==> src/rtl/vslc_pkg.sv <==
// Shared definitions for the Very Simple Logic Controller (VSLC).
// Purpose : opcode encoding, stack geometry and instruction field
//           positions, plus small stack helper functions.
// Ports   : none (package).
// Option  : VSLC_EDGE_EN enables the rising-edge load (LDR) in the core.
package vslc_pkg;

    localparam int STACK_DEPTH = 16;
    localparam int OPC_MSB     = 7;
    localparam int OPC_LSB     = 4;
    localparam int ARG_W       = 3;

    typedef enum logic [3:0] {
        OP_NOP  = 4'h0,
        OP_LD   = 4'h1,
        OP_LDO  = 4'h2,
        OP_ST   = 4'h3,
        OP_SET  = 4'h4,
        OP_RST  = 4'h5,
        OP_AND  = 4'h6,
        OP_OR   = 4'h7,
        OP_XOR  = 4'h8,
        OP_NOT  = 4'h9,
        OP_DUP  = 4'hA,
        OP_DROP = 4'hB,
        OP_SWAP = 4'hC,
        OP_PUSH = 4'hD,
        OP_LDR  = 4'hE,
        OP_CLR  = 4'hF
    } opcode_e;

    // Push v on top; the deepest entry falls off silently.
    function automatic logic [STACK_DEPTH-1:0] stk_push(
        input logic [STACK_DEPTH-1:0] s,
        input logic                   v
    );
        return {s[STACK_DEPTH-2:0], v};
    endfunction

    // Pop the top entry; zeros shift in from the bottom.
    function automatic logic [STACK_DEPTH-1:0] stk_pop(
        input logic [STACK_DEPTH-1:0] s
    );
        return {1'b0, s[STACK_DEPTH-1:1]};
    endfunction

endpackage

==> src/rtl/vslc_if.sv <==
// Pin bundle of the VSLC Tiny Tapeout project.
// Purpose : groups enable, instruction, field inputs and output pins.
// Signals : ena, ui_in[7:0] (instruction), uio_in[7:0] (field inputs X),
//           uo_out[7:0] (coils Y), uio_out[7:0], uio_oe[7:0] (tied 0).
// Modports: master (drives instruction side), slave (the controller).
interface vslc_if;
    logic       ena;
    logic [7:0] ui_in;
    logic [7:0] uio_in;
    logic [7:0] uo_out;
    logic [7:0] uio_out;
    logic [7:0] uio_oe;

    modport master (
        output ena, ui_in, uio_in,
        input  uo_out, uio_out, uio_oe
    );

    modport slave (
        input  ena, ui_in, uio_in,
        output uo_out, uio_out, uio_oe
    );
endinterface

==> src/rtl/vslc_core.sv <==
// VSLC core.
// Purpose : splits the instruction byte into fields, keeps the optional
//           edge register P and instantiates the execution unit as exec.
// Ports   : clk, rst_n (async active-low), ena, ui_in (instruction),
//           uio_in (field inputs X), uo_out (registered coils Y).
// Option  : VSLC_EDGE_EN adds P (previous X) for rising-edge loads.
module vslc_core
    import vslc_pkg::*;
(
    input  logic       clk,
    input  logic       rst_n,
    input  logic       ena,
    input  logic [7:0] ui_in,
    input  logic [7:0] uio_in,
    output logic [7:0] uo_out
);

    opcode_e          opcode_s;
    logic [ARG_W-1:0] arg_s;
    logic [7:0]       rise_s;
    logic             unused_ui_s;

    assign opcode_s    = opcode_e'(ui_in[OPC_MSB:OPC_LSB]);
    assign arg_s       = ui_in[ARG_W-1:0];
    assign unused_ui_s = ui_in[3];

`ifdef VSLC_EDGE_EN
    logic [7:0] p_r;

    // Previous-X register; like all other state it holds on NOP or ena=0.
    always_ff @(posedge clk or negedge rst_n) begin
        if (!rst_n) begin
            p_r <= 8'h00;
        end else if (ena && (opcode_s != OP_NOP)) begin
            p_r <= uio_in;
        end else begin
            p_r <= p_r;
        end
    end

    assign rise_s = uio_in & ~p_r;
`else
    assign rise_s = 8'h00;
`endif

    vslc_exec exec (
        .clk    (clk),
        .rst_n  (rst_n),
        .ena    (ena),
        .opcode (opcode_s),
        .arg    (arg_s),
        .x      (uio_in),
        .rise_x (rise_s),
        .y      (uo_out)
    );

endmodule

==> src/rtl/vslc_exec.sv <==
// VSLC execution unit.
// Purpose : holds the 16-deep 1-bit stack, decodes one instruction per
//           enabled clock and updates the latched coil register.
// Ports   : clk, rst_n (async active-low), ena, opcode, arg (bit index a),
//           x (field inputs), rise_x (X & ~P, used only with VSLC_EDGE_EN),
//           y (registered coils).
// Option  : VSLC_EDGE_EN -- opcode LDR pushes rise_x[a]; otherwise NOP.
module vslc_exec
    import vslc_pkg::*;
(
    input  logic             clk,
    input  logic             rst_n,
    input  logic             ena,
    input  opcode_e          opcode,
    input  logic [ARG_W-1:0] arg,
    input  logic [7:0]       x,
    input  logic [7:0]       rise_x,
    output logic [7:0]       y
);

    logic [STACK_DEPTH-1:0] stack;
    logic [STACK_DEPTH-1:0] stack_nxt_s;
    logic [7:0]             y_r;
    logic [7:0]             y_nxt_s;
    logic                   tos;
    logic                   nos;
    logic                   hos;

    assign tos = stack[0];
    assign nos = stack[1];
    assign hos = stack[2];
    assign y   = y_r;

`ifndef VSLC_EDGE_EN
    logic unused_rise_s;
    assign unused_rise_s = |rise_x;
`endif

    // Instruction decode: next stack and next coil values.
    always_comb begin
        stack_nxt_s = stack;
        y_nxt_s     = y_r;
        case (opcode)
            OP_NOP:  stack_nxt_s = stack;
            OP_LD:   stack_nxt_s = stk_push(stack, x[arg]);
            // Y is registered, so an LDO right after an ST sees the new bit.
            OP_LDO:  stack_nxt_s = stk_push(stack, y_r[arg]);
            OP_ST:   y_nxt_s[arg] = tos;
            OP_SET: begin
                if (tos) begin
                    y_nxt_s[arg] = 1'b1;
                end else begin
                    y_nxt_s[arg] = y_r[arg];
                end
            end
            OP_RST: begin
                if (tos) begin
                    y_nxt_s[arg] = 1'b0;
                end else begin
                    y_nxt_s[arg] = y_r[arg];
                end
            end
            // Binary ops consume tos and nos, leaving the result on top.
            OP_AND:  stack_nxt_s = {1'b0, stack[STACK_DEPTH-1:3], hos, tos & nos};
            OP_OR:   stack_nxt_s = {1'b0, stack[STACK_DEPTH-1:3], hos, tos | nos};
            OP_XOR:  stack_nxt_s = {1'b0, stack[STACK_DEPTH-1:3], hos, tos ^ nos};
            OP_NOT:  stack_nxt_s = {stack[STACK_DEPTH-1:1], ~tos};
            OP_DUP:  stack_nxt_s = stk_push(stack, tos);
            OP_DROP: stack_nxt_s = stk_pop(stack);
            OP_SWAP: stack_nxt_s = {stack[STACK_DEPTH-1:2], tos, nos};
            OP_PUSH: stack_nxt_s = stk_push(stack, arg[0]);
`ifdef VSLC_EDGE_EN
            OP_LDR:  stack_nxt_s = stk_push(stack, rise_x[arg]);
`else
            OP_LDR:  stack_nxt_s = stack;
`endif
            OP_CLR:  stack_nxt_s = {STACK_DEPTH{1'b0}};
            default: begin
                stack_nxt_s = stack;
                y_nxt_s     = y_r;
            end
        endcase
    end

    // Stack and coil registers; hold whenever ena is low.
    always_ff @(posedge clk or negedge rst_n) begin
        if (!rst_n) begin
            stack <= {STACK_DEPTH{1'b0}};
            y_r   <= 8'h00;
        end else if (ena) begin
            stack <= stack_nxt_s;
            y_r   <= y_nxt_s;
        end else begin
            stack <= stack;
            y_r   <= y_r;
        end
    end

endmodule

==> src/rtl/jimktrains_vslc.sv <==
// Tiny Tapeout wrapper for the Very Simple Logic Controller.
// Purpose : ties the bidirectional pins to permanent inputs and hosts the
//           core as instance core.
// Ports   : clk, rst_n (async active-low), bus (vslc_if.slave: ena, ui_in,
//           uio_in, uo_out, uio_out, uio_oe).
// Option  : VSLC_EDGE_EN enables the rising-edge load instruction.
module jimktrains_vslc (
    input  logic    clk,
    input  logic    rst_n,
    vslc_if.slave   bus
);

    assign bus.uio_out = 8'h00;
    assign bus.uio_oe  = 8'h00;

    vslc_core core (
        .clk    (clk),
        .rst_n  (rst_n),
        .ena    (bus.ena),
        .ui_in  (bus.ui_in),
        .uio_in (bus.uio_in),
        .uo_out (bus.uo_out)
    );

endmodule

==> src/flat_wrapper.sv <==
// flat-port wrapper written by rule: the top's interface ports become plain ports
module jimktrains_vslc_flat 
  (clk, rst_n, bus_ena, bus_ui_in, bus_uio_in, bus_uo_out, bus_uio_out, bus_uio_oe);
  vslc_if bus_i ();
  input  logic clk;
  input  logic rst_n;
  input wire logic [$bits(bus_i.ena)-1:0] bus_ena;
  input wire logic [$bits(bus_i.ui_in)-1:0] bus_ui_in;
  input wire logic [$bits(bus_i.uio_in)-1:0] bus_uio_in;
  output wire logic [$bits(bus_i.uo_out)-1:0] bus_uo_out;
  output wire logic [$bits(bus_i.uio_out)-1:0] bus_uio_out;
  output wire logic [$bits(bus_i.uio_oe)-1:0] bus_uio_oe;
  assign bus_i.ena = bus_ena;
  assign bus_i.ui_in = bus_ui_in;
  assign bus_i.uio_in = bus_uio_in;
  assign bus_uo_out = bus_i.uo_out;
  assign bus_uio_out = bus_i.uio_out;
  assign bus_uio_oe = bus_i.uio_oe;
  jimktrains_vslc u_core (.clk(clk), .rst_n(rst_n), .bus(bus_i));
endmodule
==> config.mk <==
export PLATFORM = sky130hd
export DESIGN_NAME = jimktrains_vslc_flat
export DESIGN_NICKNAME = d
export VERILOG_FILES = /design/src/rtl/vslc_pkg.sv /design/src/rtl/vslc_if.sv /design/src/rtl/vslc_core.sv /design/src/rtl/vslc_exec.sv /design/src/rtl/jimktrains_vslc.sv /design/src/flat_wrapper.sv
export SDC_FILE = /design/constraint.sdc
export NUM_CORES = 1
export LEC_CHECK = 0
export ABC_AREA = 1
export BUFFER_PORTS_ARGS = -buffer_cell sky130_fd_sc_hd__buf_2
export CAP_MARGIN = 20
export CORE_MARGIN = 8
export CORE_UTILIZATION = 49
export DETAILED_ROUTE_END_ITERATION = 6
export PLACE_DENSITY = 0.76
export SYNTH_ARGS = -nofsm -noshare
export SYNTH_HDL_FRONTEND = slang
export SYNTH_HIERARCHICAL = 1
export SYNTH_SLANG_ARGS = --single-unit
==> constraint.sdc <==
create_clock -name clk -period 1.25 [get_ports clk]
set_input_delay 0.1875 -clock clk [delete_from_list [all_inputs] [get_ports clk]]
set_output_delay 0.1875 -clock clk [all_outputs]
set_load 0.01 [all_outputs]
# Word level (Yosys, flattened, before mapping)
# Index checks and enable logic that the tools add are counted.
# totals
word_cells	51
regBits	24
input_bits	19
# op_classes
n_reduce_logical	9
bitwise_logic	10
n_eq_ne	14
magnitude_cmp	2
n_mux	12
# ops
operator	count
one-hot mux 16 bit (11 select lines)	1
== test 4 bit, second input constant	7
one-hot mux 8 bit (3 select lines)	1
nonzero test 10 bit	2
bitwise mux 8 bit	2
== test 4 x 3 -> 1 bit, second input constant	4
2-to-1 mux 8 bit	2
nonzero test 9 bit	1
bitwise AND 8 bit	1
== test 4 x 2 -> 1 bit, second input constant	2
inverter 8 bit	1
bitwise OR 8 bit	1
binary-select mux 1 bit (select 3 bit)	2
AND reduction 3 bit	2
== test 4 x 1 -> 1 bit, second input constant	1
< comparator 3 x 4 -> 1 bit, second input constant	1
inverter 1 bit	4
AND reduction 4 bit	1
demux 1 bit (select 3 bit)	1
>= comparator 3 x 1 -> 1 bit, second input constant	1
2-to-1 mux 1 bit	3
nonzero test 3 bit	1
AND reduction 2 bit	1
bitwise AND 1 bit	1
other kinds (3)	3

# Depth between registers and ports, before layout
# logic_depth
depth_word	8
ltp_mapped	12
mapped_depth_nobuf	11

# Cells and area by module
# The synthesis kept the hierarchy.
# by_module_without_submodules
module	cells_per_inst	area_per_inst_um2	instances
vslc_exec	287	1774.2	1
jimktrains_vslc	17	123.9	1
vslc_core	1	3.8	1

# Least setup slack after synthesis
# OpenSTA, ideal clock, no wires.
# synth_path
kind	register to register
start	reg u_core.core.exec.stack[0]
end	reg u_core.core.exec.stack[0]
stages_incl_launch_ff	11
path_slack_ns	-0.049
arrival_ns	1.179
t_required_ns	1.130
path_buffers	0
cell_sequence	dfrtp_1 > inv_1 > ha_1 > nand3_1 > nand2_1 > inv_1 > nand2_1 > nor2_1 > nand3_1 > nand2_1 > nand2_1
# synth_via
elab_chain_cells	2
word_cells_on_any_way	5
# synth_rtl
item	line_no	rtl
start, declared	vslc_exec.sv:21	logic [STACK_DEPTH-1:0] stack;
start signal, assigned	vslc_exec.sv:88	stack <= {STACK_DEPTH{1'b0}};
start signal, assigned	vslc_exec.sv:91	stack <= stack_nxt_s;
start signal, assigned	vslc_exec.sv:94	stack <= stack;
XOR 1 bit (tied with other cells)	vslc_exec.sv:66	OP_XOR: stack_nxt_s = {1'b0, stack[STACK_DEPTH-1:3], hos, tos ^ nos};
one-hot mux 16 bit (11 select lines) *	vslc_exec.sv:43	case (opcode)
# Every way passes the cells marked *; elsewhere a longest branch is shown, timed or not.
# A chain may end at the register's enable or synchronous reset.

# Worst setup path after layout
# layout_path
start	reg u_core.core.exec.stack[1]
end	reg u_core.core.exec.stack[0]
# layout_via
elab_chain_cells	2
word_cells_on_any_way	4
# layout_rtl
item	line_no
XOR 1 bit (tied with other cells)	vslc_exec.sv:66
one-hot mux 16 bit (11 select lines) *	vslc_exec.sv:43
# Marks and branches as above.

==> reports/results.txt <==
Synth warnings: 6
DIE AREA: 0.00612 sq mm
number of placed I/O pins: 43
I/O Buffers: 25
internal power: 0.00166 W
Final Power: 0.00251 W
largest net degree at the start of global routing: 25
achievable frequency: 754 MHz
FF-to-FF path depth: 10
area grow syn2layout: 25.8%
GRT Total Usage: 15.2%
vias per cell: 4.95
vias in the first global route: 1842
Period minus WS final: 1.33 ns
Worst-path clk slew: 0.09 ns
initial core utilization: 51.5%
post-layout util: 64.7%
antenna diode count: 0
Pre-antenna DRT Iters: 4
Crit path largest cell delay: 0.43 ns
critical path arrival: 1.49 ns
later-pin clock latency in the skew report: 0.27 ns
Post-Syn Instances: 304
final hold viol count: 0
first-pass GRT wire length: 8030 microns
area of the core: 0.00369 sq mm
num rows: 22
relative slew slack: 63.4%
CP max FO: 3
Setup crit start kind: flop
Power Density: 1050 mW/mm^2
Hold/Removal Path Class: input pin to flop
Placed Area: 0.00219 sq mm
Die X: 78.2 microns
gpl congestion: 0.906
Crit Path Category: flop to flop
Nets: 383
gr ovfl total: 0
logic gate share of total power: 34.4%
Worst EP required: 1.42 ns
Clock Sinks: 24
TritonCTS clock tree: built
pins over their slew limit: 0
Layout Skew: 0.00757 ns
synthesized area: 0.00190 sq mm
CP endpoint kind: flop
Setup Viol. Count Final: 8
layout cell share with drive strength beyond 1: 27.7%
DP Worst Slack: -0.140 ns
Leak Pwr: 1.39 nW
post-DP HPWL: 3450 microns
Worst path most repeated cell: nand2_1
WL per Instance: 11.9 microns
clock share of power: 27.6%
switching share of total power: 33.6%
sequential share of power: 38.0%
Max VDD drop: 0.848 mV
Min-Delay Path Depth: 3
Crit-path slowest cell: dfrtp_1
flop2flop setup slack: -0.08 ns
Avg Synthesized Cell Area: 6.24 sq um
WHS: 0.223 ns
Routed Antenna Nets: 0
Finished Cell Area: 0.00239 sq mm
initial antenna violation count: 0
Psw: 0.000841 W
DRC: 0
total CTS buffers: 3
Max Cap Viol: 0
clock root cell: clkbuf_8
critical-path cell list: inv_2 -> ha_4 -> nand3_2 -> nand2_1 -> inv_1 -> nand2_1 -> nor2_1 -> nand3_1 -> nand2_1 -> nand2_1
Fill cells: 338
number of DRC markers in iteration 0: 166
status: complete, but fails checks
Clock Path Buffers: 2
slew at the pin closest to its max-slew limit: 0.550 ns
failing checks: setup timing
PnR worst setup slack: -0.0757 ns
die height: 78.2 microns
htree depth: 1
total number of vias: 2023
routed wire length: 4890 microns
unrepaired setup endpoints after global routing: yes
part of the cycle the worst path needs: 106%
==> per-layer routing <==
metal / vias to the layer above / global-route usage [%] / wire length (microns)
met4: 0 / 3.89 / 49
li1: 1026 / - / -
met3: 6 / 2.85 / 288
met2: 59 / 26.5 / 2470
met1: 932 / 18.6 / 2080
met5: - / 0 / 0
==> power groups by stage <==
stage                     sequential [W]  combinational (W)  clock (W)
final                           0.000951           0.000862   0.000692
after global routing            0.000964           0.000963   0.000727
after CTS                       0.000950           0.000796   0.000706
after detailed placement        0.000969           0.000742          0
after global placement          0.000967           0.000720          0
after floorplan                 0.000982           0.000461          0
==> what timing repair did <==
action / in CTS / in global routing
buffers inserted: 4 / 2
pin swaps: 8 / 15
hold endpoints to repair: 24 / 0
hold buffers: 1 / 0
setup endpoints to repair: 5 / 9
resized for setup: 2 / 17
==> layout make-up <==
class | instances | area, sq um | share of cell area [%]
timing repair buffer | 63 | 413 | 17.3
clock inverter | 1 | 30.0 | 1.26
multi-input combinational | 244 | 1140 | 48.0
clock buffer | 3 | 41.3 | 1.73
tap | 48 | 60.1 | 2.52
sequential | 24 | 601 | 25.2
inverter | 26 | 97.6 | 4.09
==> cell usage in the layout (no fill, tap or decap) <==
master / count
inv_2: 5
dlygate4sd3_1: 1
a21oi_2: 1
nor3_1: 1
o21bai_1: 1
nand3_2: 10
conb_1: 16
nand2_2: 9
bufinv_16: 1
nor2_4: 1
nand2_1: 123
buf_4: 37
o21ai_0: 12
o21ai_1: 4
ha_4: 1
buf_2: 25
nor2_2: 3
nand2_4: 2
o21ai_4: 1
inv_1: 21
dfrtp_1: 24
a21oi_1: 2
nand3_1: 29
ha_2: 1
clkbuf_8: 3
nor2_1: 27
==> metrics by stage <==
stage	TNS [ns]	std cells
after global routing	-0.891	409
after floorplan	-0.00377	319
after global placement	-1.86	398
final	-0.224	409
after detailed placement	-2.24	398
after CTS	-0.0466	407
==> final timing paths <==
kind / from / endpoint
setup reg to reg: u_core/core/exec/stack[1]$_DFFE_PN0P_ / u_core/core/exec/stack[0]$_DFFE_PN0P_
setup / recovery: u_core/core/exec/stack[1]$_DFFE_PN0P_ / u_core/core/exec/stack[0]$_DFFE_PN0P_
max in group asynchronous: rst_n / u_core/core/exec/stack[5]$_DFFE_PN0P_
min in group asynchronous: rst_n / async pin
hold / removal: bus_ena / u_core/core/exec/stack[1]$_DFFE_PN0P_
hold reg to reg: u_core/core/exec/stack[3]$_DFFE_PN0P_ / u_core/core/exec/stack[3]$_DFFE_PN0P_
==> critical path, delay by kind of cell (launching register included) <==
family	cells	cell delay, ns
buffers and inverters	2	0.15
adders and majority gates	1	0.20
DFF	1	0.43
and+or+nand+nor	7	0.45
(Power assumes the default switching activity.)
